`src/rtl/writeback_merge.sv`:
```
// Writeback merge: per-source one-entry holding slots, round-robin drain,
// load-data extraction/extension and a registered register-file write port.
module writeback_merge #(
  parameter int unsigned XLEN    = 32,
  parameter int unsigned NUM_SRC = 2,
  parameter int unsigned OFF_W   = $clog2(XLEN/8)
) (
  input  logic                           clk_i,
  input  logic                           rst_ni,
  input  logic [NUM_SRC-1:0]             src_valid_i,
  output logic [NUM_SRC-1:0]             src_ready_o,
  input  logic [NUM_SRC-1:0][4:0]        src_rd_addr_i,
  input  logic [NUM_SRC-1:0][XLEN-1:0]   src_data_i,
  input  logic [NUM_SRC-1:0]             src_is_load_i,
  input  logic [NUM_SRC-1:0][1:0]        src_ld_size_i,
  input  logic [NUM_SRC-1:0]             src_ld_unsigned_i,
  input  logic [NUM_SRC-1:0][OFF_W-1:0]  src_ld_offset_i,
  output logic [4:0]                     rd_addr_W,
  output logic [XLEN-1:0]                rd_data_W,
  output logic                           rd_wr_W,
  output logic                           pending_o
);
  localparam int unsigned PTR_W = (NUM_SRC > 1) ? $clog2(NUM_SRC) : 1;

  typedef struct packed {
    logic [4:0]       rd;
    logic [XLEN-1:0]  data;
    logic             is_load;
    logic [1:0]       size;
    logic             uns;
    logic [OFF_W-1:0] off;
  } slot_t;

  slot_t [NUM_SRC-1:0]     slot_q, slot_d;
  logic  [NUM_SRC-1:0]     occ_q, occ_d;
  logic  [NUM_SRC-1:0]     grant, accept;
  logic  [PTR_W-1:0]       ptr_q, ptr_d;
  logic  [2*NUM_SRC-1:0]   occ_rot;
  logic                    gnt_vld;
  logic  [PTR_W-1:0]       gnt_idx;
  int unsigned             gnt_pos;
  slot_t                   gnt_slot;
  logic  [XLEN-1:0]        sh, mask, topbit, fmt_data;
  logic  [6:0]             width;
  logic                    sgn;
  logic  [4:0]             rd_addr_q, rd_addr_d;
  logic  [XLEN-1:0]        rd_data_q, rd_data_d;
  logic                    rd_wr_q, rd_wr_d;

  // Ready depends only on slot state, so a source can never deadlock on it.
  assign src_ready_o = {NUM_SRC{rst_ni}} & (~occ_q | grant);
  assign accept      = src_valid_i & src_ready_o;
  assign pending_o   = |occ_q;
  assign rd_addr_W   = rd_addr_q;
  assign rd_data_W   = rd_data_q;
  assign rd_wr_W     = rd_wr_q;

  // Round-robin: rotate occupancy so the pointer slot sits at bit 0.
  always_comb begin
    gnt_vld = 1'b0;
    gnt_idx = '0;
    gnt_pos = 0;
    occ_rot = {occ_q, occ_q} >> ptr_q;
    for (int unsigned k = 0; k < NUM_SRC; k++) begin
      if (!gnt_vld && occ_rot[k]) begin
        gnt_vld = 1'b1;
        gnt_pos = 32'(ptr_q) + k;
        if (gnt_pos >= NUM_SRC) gnt_pos = gnt_pos - NUM_SRC;
        gnt_idx = PTR_W'(gnt_pos);
      end
    end
    grant = '0;
    if (gnt_vld) grant[gnt_idx] = 1'b1;
    ptr_d = ptr_q;
    if (gnt_vld) ptr_d = (32'(gnt_idx) == NUM_SRC - 1) ? '0 : gnt_idx + PTR_W'(1);
    gnt_slot = slot_q[gnt_idx];
  end

  // Load formatting; an item at least XLEN wide yields an all-ones mask.
  always_comb begin
    sh       = gnt_slot.data >> {gnt_slot.off, 3'b000};
    width    = 7'd8 << gnt_slot.size;
    mask     = ~({XLEN{1'b1}} << width);
    topbit   = mask & ~(mask >> 1);
    sgn      = |(sh & topbit);
    fmt_data = gnt_slot.data;
    if (gnt_slot.is_load) begin
      fmt_data = (sh & mask) | ((sgn && !gnt_slot.uns) ? ~mask : '0);
    end
  end

  always_comb begin
    occ_d  = (occ_q & ~grant) | accept;
    slot_d = slot_q;
    for (int unsigned i = 0; i < NUM_SRC; i++) begin
      if (accept[i]) begin
        slot_d[i].rd      = src_rd_addr_i[i];
        slot_d[i].data    = src_data_i[i];
        slot_d[i].is_load = src_is_load_i[i];
        slot_d[i].size    = src_ld_size_i[i];
        slot_d[i].uns     = src_ld_unsigned_i[i];
        slot_d[i].off     = src_ld_offset_i[i];
      end
    end
  end

  // x0 writes still drain the slot but present an all-zero, disabled write.
  always_comb begin
    rd_wr_d   = 1'b0;
    rd_addr_d = rd_addr_q;
    rd_data_d = rd_data_q;
    if (gnt_vld) begin
      if (gnt_slot.rd == 5'd0) begin
        rd_addr_d = '0;
        rd_data_d = '0;
      end else begin
        rd_wr_d   = 1'b1;
        rd_addr_d = gnt_slot.rd;
        rd_data_d = fmt_data;
      end
    end
  end

  always_ff @(posedge clk_i or negedge rst_ni) begin
    if (!rst_ni) begin
      occ_q     <= '0;
      slot_q    <= '0;
      ptr_q     <= '0;
      rd_wr_q   <= 1'b0;
      rd_addr_q <= '0;
      rd_data_q <= '0;
    end else begin
      occ_q     <= occ_d;
      slot_q    <= slot_d;
      ptr_q     <= ptr_d;
      rd_wr_q   <= rd_wr_d;
      rd_addr_q <= rd_addr_d;
      rd_data_q <= rd_data_d;
    end
  end
endmodule
```
`config.mk`:
```
export PLATFORM = sky130hd
export DESIGN_NAME = writeback_merge
export DESIGN_NICKNAME = d
export VERILOG_FILES = /design/src/rtl/writeback_merge.sv
export SDC_FILE = /design/constraint.sdc
export NUM_CORES = 1
export LEC_CHECK = 0
export CAP_MARGIN = 20
export CORE_MARGIN = 3
export CORE_UTILIZATION = 50
export CTS_BUF_LIST = sky130_fd_sc_hd__clkbuf_8
export CTS_CLUSTER_SIZE = 20
export DETAILED_ROUTE_END_ITERATION = 12
export PLACE_DENSITY_LB_ADDON = 0.05
export SLEW_MARGIN = 20
export SYNTH_ARGS = -nofsm -noshare
export SYNTH_HDL_FRONTEND = slang
export SYNTH_SLANG_ARGS = --single-unit
```
`constraint.sdc`:
```
create_clock -name clk_i -period 2.1 [get_ports clk_i]
set_input_delay 0.63 -clock clk_i [delete_from_list [all_inputs] [get_ports clk_i]]
set_output_delay 0.63 -clock clk_i [all_outputs]
set_load 0.005 [all_outputs]
```
==> impl_metrics.py <==
metrics = {
    "sta": {
        "period_minus_slack_ns": 2.087,
        "fin_skew_ns": 0.01105,
        "rsz0062_at_grt": "yes",
        "drv_slew": 0,
        "finalCritPeriodShare_pct": 99.40,
        "max-slew-margin-rel_pct": 53.89,
        "fmax_ghz": 0.4791,
        "hold_violations": 0,
        "worst_pin_slew_ns": 0.6917,
        "finalSetupViolations": 0,
    },
    "cells_and_area": {
        "fillCellCount": 883,
        "final_layout_size_suffix_gt1_share_pct": 32.27,
        "nets": 858,
        "syn_to_final_growth_pct": 41.79,
        "n_antenna_cell": 0,
        "stdcell_area_um2": 9153,
    },
    "status": {
        "status": "finished clean",
    },
    "setup_path": {
        "cp_top_family": "compound AO/OA/AOI/OAI gates",
        "crit_type": "reg -> reg",
        "critical_path_required_ns": 2.42,
        "path_buf_inv": 3,
        "critPathMaxFanout": 8,
        "cp_cell_sequence": "and2b_4 -> buf_6 -> buf_6 -> o21ai_4 -> a211oi_4 -> o32ai_4 -> buf_12 -> o311ai_2 -> nand2_1",
        "cp-start-kind": "flip-flop",
        "cpMostUsedCell": "buf_6",
        "end_kind": "flip-flop",
        "worst_path_max_delay_cell": "dfrtp_1",
        "max_stage_delay_ns": 0.40,
        "worstPathArrival_ns": 2.41,
    },
    "power_and_ir_drop": {
        "clkPwrFrac_pct": 22.7,
        "pwr-share-seq_pct": 39.0,
        "ir_drop_v": 0.0006404,
        "p_sw_share_pct": 33.02,
        "p_comb_share_pct": 38.3,
        "cellLeakagePower_nw": 3.843,
        "power.internal_mw": 6.111,
        "power_mw": 9.124,
        "powerDensity_nw_per_um2": 996.9,
        "switchingPower_mw": 3.013,
    },
    "logic_synthesis": {
        "yosysWarnings": 0,
        "synth_largest_area_cell": "dfrtp_1",
        "async_flop_share_pct": 100.0,
        "syn_inst": 589,
        "synth-seq-cells": 127,
        "avgSynthCellArea_um2": 10.96,
        "synth.top_cell.area_share_pct": 49.23,
        "synth_most_common_cell": "dfrtp_1",
        "ys_types": 53,
        "syn_nets": 679,
        "syn_area_um2": 6455,
        "synth_area_leaders": "dfrtp_1 49%, mux2_2 16%, nand2_1 5.3%, mux2i_1 5.0%, o21ai_0 1.6%",
        "ys_top_cells_by_count": "127 x dfrtp_1, 92 x mux2_2, 91 x nand2_1",
        "synth_edf_count": 0,
        "synth.yosys.seq_area_share_pct": 49.23,
        "synth_flop_cell": "dfrtp_1",
    },
    "floorplan": {
        "ioPinCount": 131,
        "fp.dieH_um": 119.6,
        "num_rows": 40,
        "initial_utilization_pct": 52.43,
        "die_w_um": 119.6,
        "die_area_um2": 14310,
        "core_um2": 12310,
    },
    "clock_network": {
        "clock_latency_ns": 0.44,
        "hold_buffers": 0,
        "numClockSinks": 127,
        "cts_buffers": 17,
        "cts_root_buf": "clkbuf_8",
        "cts_tree": "yes",
        "htreeDepth": 4,
        "clkTransAtPathRegs_ns": 0.07,
        "cts_buffer_depth": 2,
    },
    "routing": {
        "drc": 0,
        "totalWireLength_um": 19400,
        "dr.pass1.iters": 5,
        "drt_iter0_markers": 338,
        "vias": 5471,
        "antenna_left": 0,
        "post_drt_wl_per_cell_um": 20.44,
        "vias_per_cell": 5.765,
    },
    "place": {
        "gp_congestion": 0.8426,
        "dp_hpwl_um": 13940,
        "numPortBuffers": 130,
        "place_area_um2": 8237,
    },
    "global_routing": {
        "antenna_found_initial": 1,
        "grt_pass1_vias": 5689,
        "grt-ovfl-total": 0,
        "grt_pass1_wl_um": 30220,
        "gr-usage-all-layers_pct": 27.27,
        "grt_max_degree": 58,
    },
    "job": {
        "max-cap-violations": 0,
    },
    "worst_hold_path": {
        "hold_path_class": "in -> async",
    },
}
-- registers in the layout, indices dropped and copies added, names as in the netlist --
name / count
occ_q: 2
ptr_q: 1
rd_addr_W: 5
rd_data_W: 32
rd_wr_W: 1
slot_q: 86
-- placed cells by master (no fill, tap or decap), drive strengths merged, types with 12 or more instances in the layout --
master and n:
inv 18, nor3 12, a21oi 19, buf 68, dfrtp 127, nand3 20, nand2 95, clkdlybuf4s50 126
clkbuf 23, nor2 16, o21ai 24, mux2 93, mux2i 32
-- worst register-to-register path, delay by kind of cell (launching register included) --
family | cells | cell delay (ns)
AO/OA/AOI/OAI | 4 | 0.81
buffers and inverters | 3 | 0.40
flip-flops | 1 | 0.40
AND/OR/NAND/NOR | 2 | 0.37
-- per-layer routing --
layer	share of wire [%]	global-route usage [%]	vias to the layer above	routed length, um
met5	0.10	0	-	20
met4	2.4	9.520	2	459
met3	5.2	6.315	36	1014
met2	52	47.00	186	10050
met1	41	33.72	2741	7859
li1	-	-	2506	-
-- logic make-up (layout without fill, tap and decap cells) --
family | Yosys count | count (layout) | synth area share, %
DFF | 127 | 127 | 49.23
buffers and inverters | 50 | 242 | 3.760
and+or+nand+nor | 173 | 173 | 12.64
AOI/OAI and AO/OA | 114 | 114 | 13.18
muxes | 125 | 125 | 21.19
-- path summary, 6_finish.rpt --
check                             start       endpoint  slack, ns  cells past startpoint
setup / recovery                  ptr_q  rd_data_W[22]       0.01                      9
hold / removal                   rst_ni       occ_q[0]       0.23                      2
min in group clk_i         rd_addr_W[2]   rd_addr_W[2]       0.48                      2
max in group asynchronous        rst_ni   rd_addr_W[2]       0.70                      3
hold reg to reg            rd_addr_W[2]   rd_addr_W[2]       0.48                      2
setup reg to reg                  ptr_q  rd_data_W[22]       0.01                      9
-- power groups by stage --
stage / Combinational, mW / Sequential (mW) / Clock [mW]
finish: 3.49 / 3.56 / 2.07
global route: 3.75 / 3.63 / 2.22
detailed placement: 3.06 / 3.58 / 0
global placement: 3.00 / 3.56 / 0
CTS: 3.21 / 3.55 / 2.09
floorplan: 1.55 / 3.44 / 0
-- what timing repair did --
item	in CTS	in global routing
setup buffers	6	7
pin swaps	4	22
endpoints found under the setup margin	11	34
resized for setup	36	48
cloned	1	2
-- cell type report --
type / instances / area (um^2) / area share [%]
Timing Repair Buffer: 197 / 1972 / 21.54
Inverter: 13 / 51.30 / 0.5605
Sequential cell: 127 / 3179 / 34.74
Tap cell: 168 / 210.2 / 2.297
Multi-Input combinational cell: 412 / 3352 / 36.62
Clock inverter: 11 / 98.84 / 1.080
Clock buffer: 21 / 289.0 / 3.158
-- through the flow --
stage | setup slack [ns] | hold WS [ns] | setup TNS (ns) | instances | utilization, %
finish | 0.01267 | 0.2257 | 0 | 949 | 74.34
CTS | -0.02002 | 0.2134 | -0.06529 | 940 | 71.51
global route | -0.06595 | 0.2324 | -0.8250 | 949 | 74.34
detailed placement | -0.008546 | 0.4628 | -0.01570 | 901 | 66.90
floorplan | 0.2264 | 0.3344 | 0 | 589 | -
global placement | 0.03073 | 0.4545 | 0 | 901 | 66.90
Note: power is estimated with default switching activity, not from simulation.
==> edit: new RTL, same flow settings <==
The parameter `XLEN` goes from 32 to 64.
--- a/src/rtl/writeback_merge.sv
+++ b/src/rtl/writeback_merge.sv
@@ -2,5 +2,5 @@
 // load-data extraction/extension and a registered register-file write port.
 module writeback_merge #(
-  parameter int unsigned XLEN    = 32,
+  parameter int unsigned XLEN    = 64,
   parameter int unsigned NUM_SRC = 2,
   parameter int unsigned OFF_W   = $clog2(XLEN/8)
Ports: changed (resized rd_data_W, src_data_i and src_ld_offset_i); port bits go from 131 to 229. The function was not compared with the original's and may differ.
==> edit against the unedited design <==
The run now ends with setup timing left; sequential power is 88% higher; sequential cell count is 98 higher; total power grew to 2.5 times the old value; area after synthesis up 110%; routed wire length grew to 2.9 times the old value; worst hold slack worse by 0.12 ns; design area is 130% higher; worst setup slack got worse by 0.33 ns; largest cell class unchanged.
==> edit: results <==
[placement]
dp_cells = 2033
io_buffers = 228
placed_area_um2 = 18300
place_ws_ns = -0.477
place.gp.congestion = 1.01
dpl.hpwl_mm = 38.7

[cells_and_area]
multi_input_area_share = 0.414
final_nets = 1948
nonClkBufAreaFrac = 0.261
multiInputCombCellCount = 962
largest_reg_flops = 152
multiInputGateArea_um2 = 8900
nFillCells = 1720
n_all_buffers = 556
drive_gt1_frac = 0.436
nClkBuffers = 51
clkCellAreaFrac = 0.0391

[outcome]
outcome = finished with violations
violations = setup timing

[critical_path]
startpoint = occ_q[0]
path_delay_family = compound AO/OA/AOI/OAI gates
regToRegEndpoint = rd_data_W[3]
r2r_cells = 10
slowest_delay_ns = 0.44
slowest_stage = a221o_2
crit_fanout = 13
rrSetupSlack_ns = -0.32

[sta]
skew_ns = 0.0191
setup_viol = 216
whs_ns = 0.104
relSlewSlack = 0.519
layout_setup_ws_ns = -0.321
tns_ns = -23.56

[min_path]
hold_class = primary input to asynchronous set/reset pin

[grt]
antenna_found_initial = 0
grt_pass1_vias = 13700
grt_pass1_wl_mm = 82.0
grt_usage = 0.362

[route]
wl_per_cell_um = 25.5
vias_per_cell = 6.30
first_iter_violations = 1577
routed_wl_mm = 56.0

[clocking]
cts_made_buffers = 42
clk_latency_ns = 0.57
clock-sinks = 225
clockBufferDepth = 3

[logic_synthesis]
synth_xor_xnor_area_share = 0
synthTopCellsByCount = dfrtp_1, mux2_2, nand2_1
syn_area_per_cell_um2 = 10.6
yosysSeqAreaShare = 0.407
syn-num-nets = 1459
synthMuxAreaShare = 0.256
synth_cell_type_count = 77
synth_top_cells_by_area = dfrtp_1, mux2_2, mux2i_1, nand2_1, a21oi_1

[power]
p_sw_w = 0.00887
leakagePower_nw = 9.53

[die]
die_area_um2 = 29700
edit: power groups by stage:
stage               registers [W]  clock network, W  logic [W]
detailed placement        0.00675                 0    0.00950
finish                    0.00668           0.00427     0.0119
floorplan                 0.00631                 0    0.00492
global placement          0.00674                 0    0.00937
CTS                       0.00661           0.00433     0.0108
global route              0.00675           0.00454     0.0125
edit: repair_timing:
action | in CTS | in global routing
pin swaps | 39 | 15
buffers inserted | 63 | 13
endpoints found under the setup margin | 183 | 95
gates cloned | 8 | 5
gates resized for setup | 214 | 128
hold endpoints to repair | 0 | 0
edit: worst register-to-register path: cells and delay by family (launching register included):
kind	cells	cell delay, ns
buffers and inverters	4	0.69
muxes	1	0.17
AOI/OAI and AO/OA	3	0.77
and+or+nand+nor	2	0.27
DFF	1	0.40
edit: per-layer routing:
layer	wire length, um	global-route usage	up-vias
li1	-	-	5962
met1	22800	0.503	6855
met2	25200	0.558	840
met3	5610	0.0837	182
met4	2370	0.134	0
met5	0	0	-
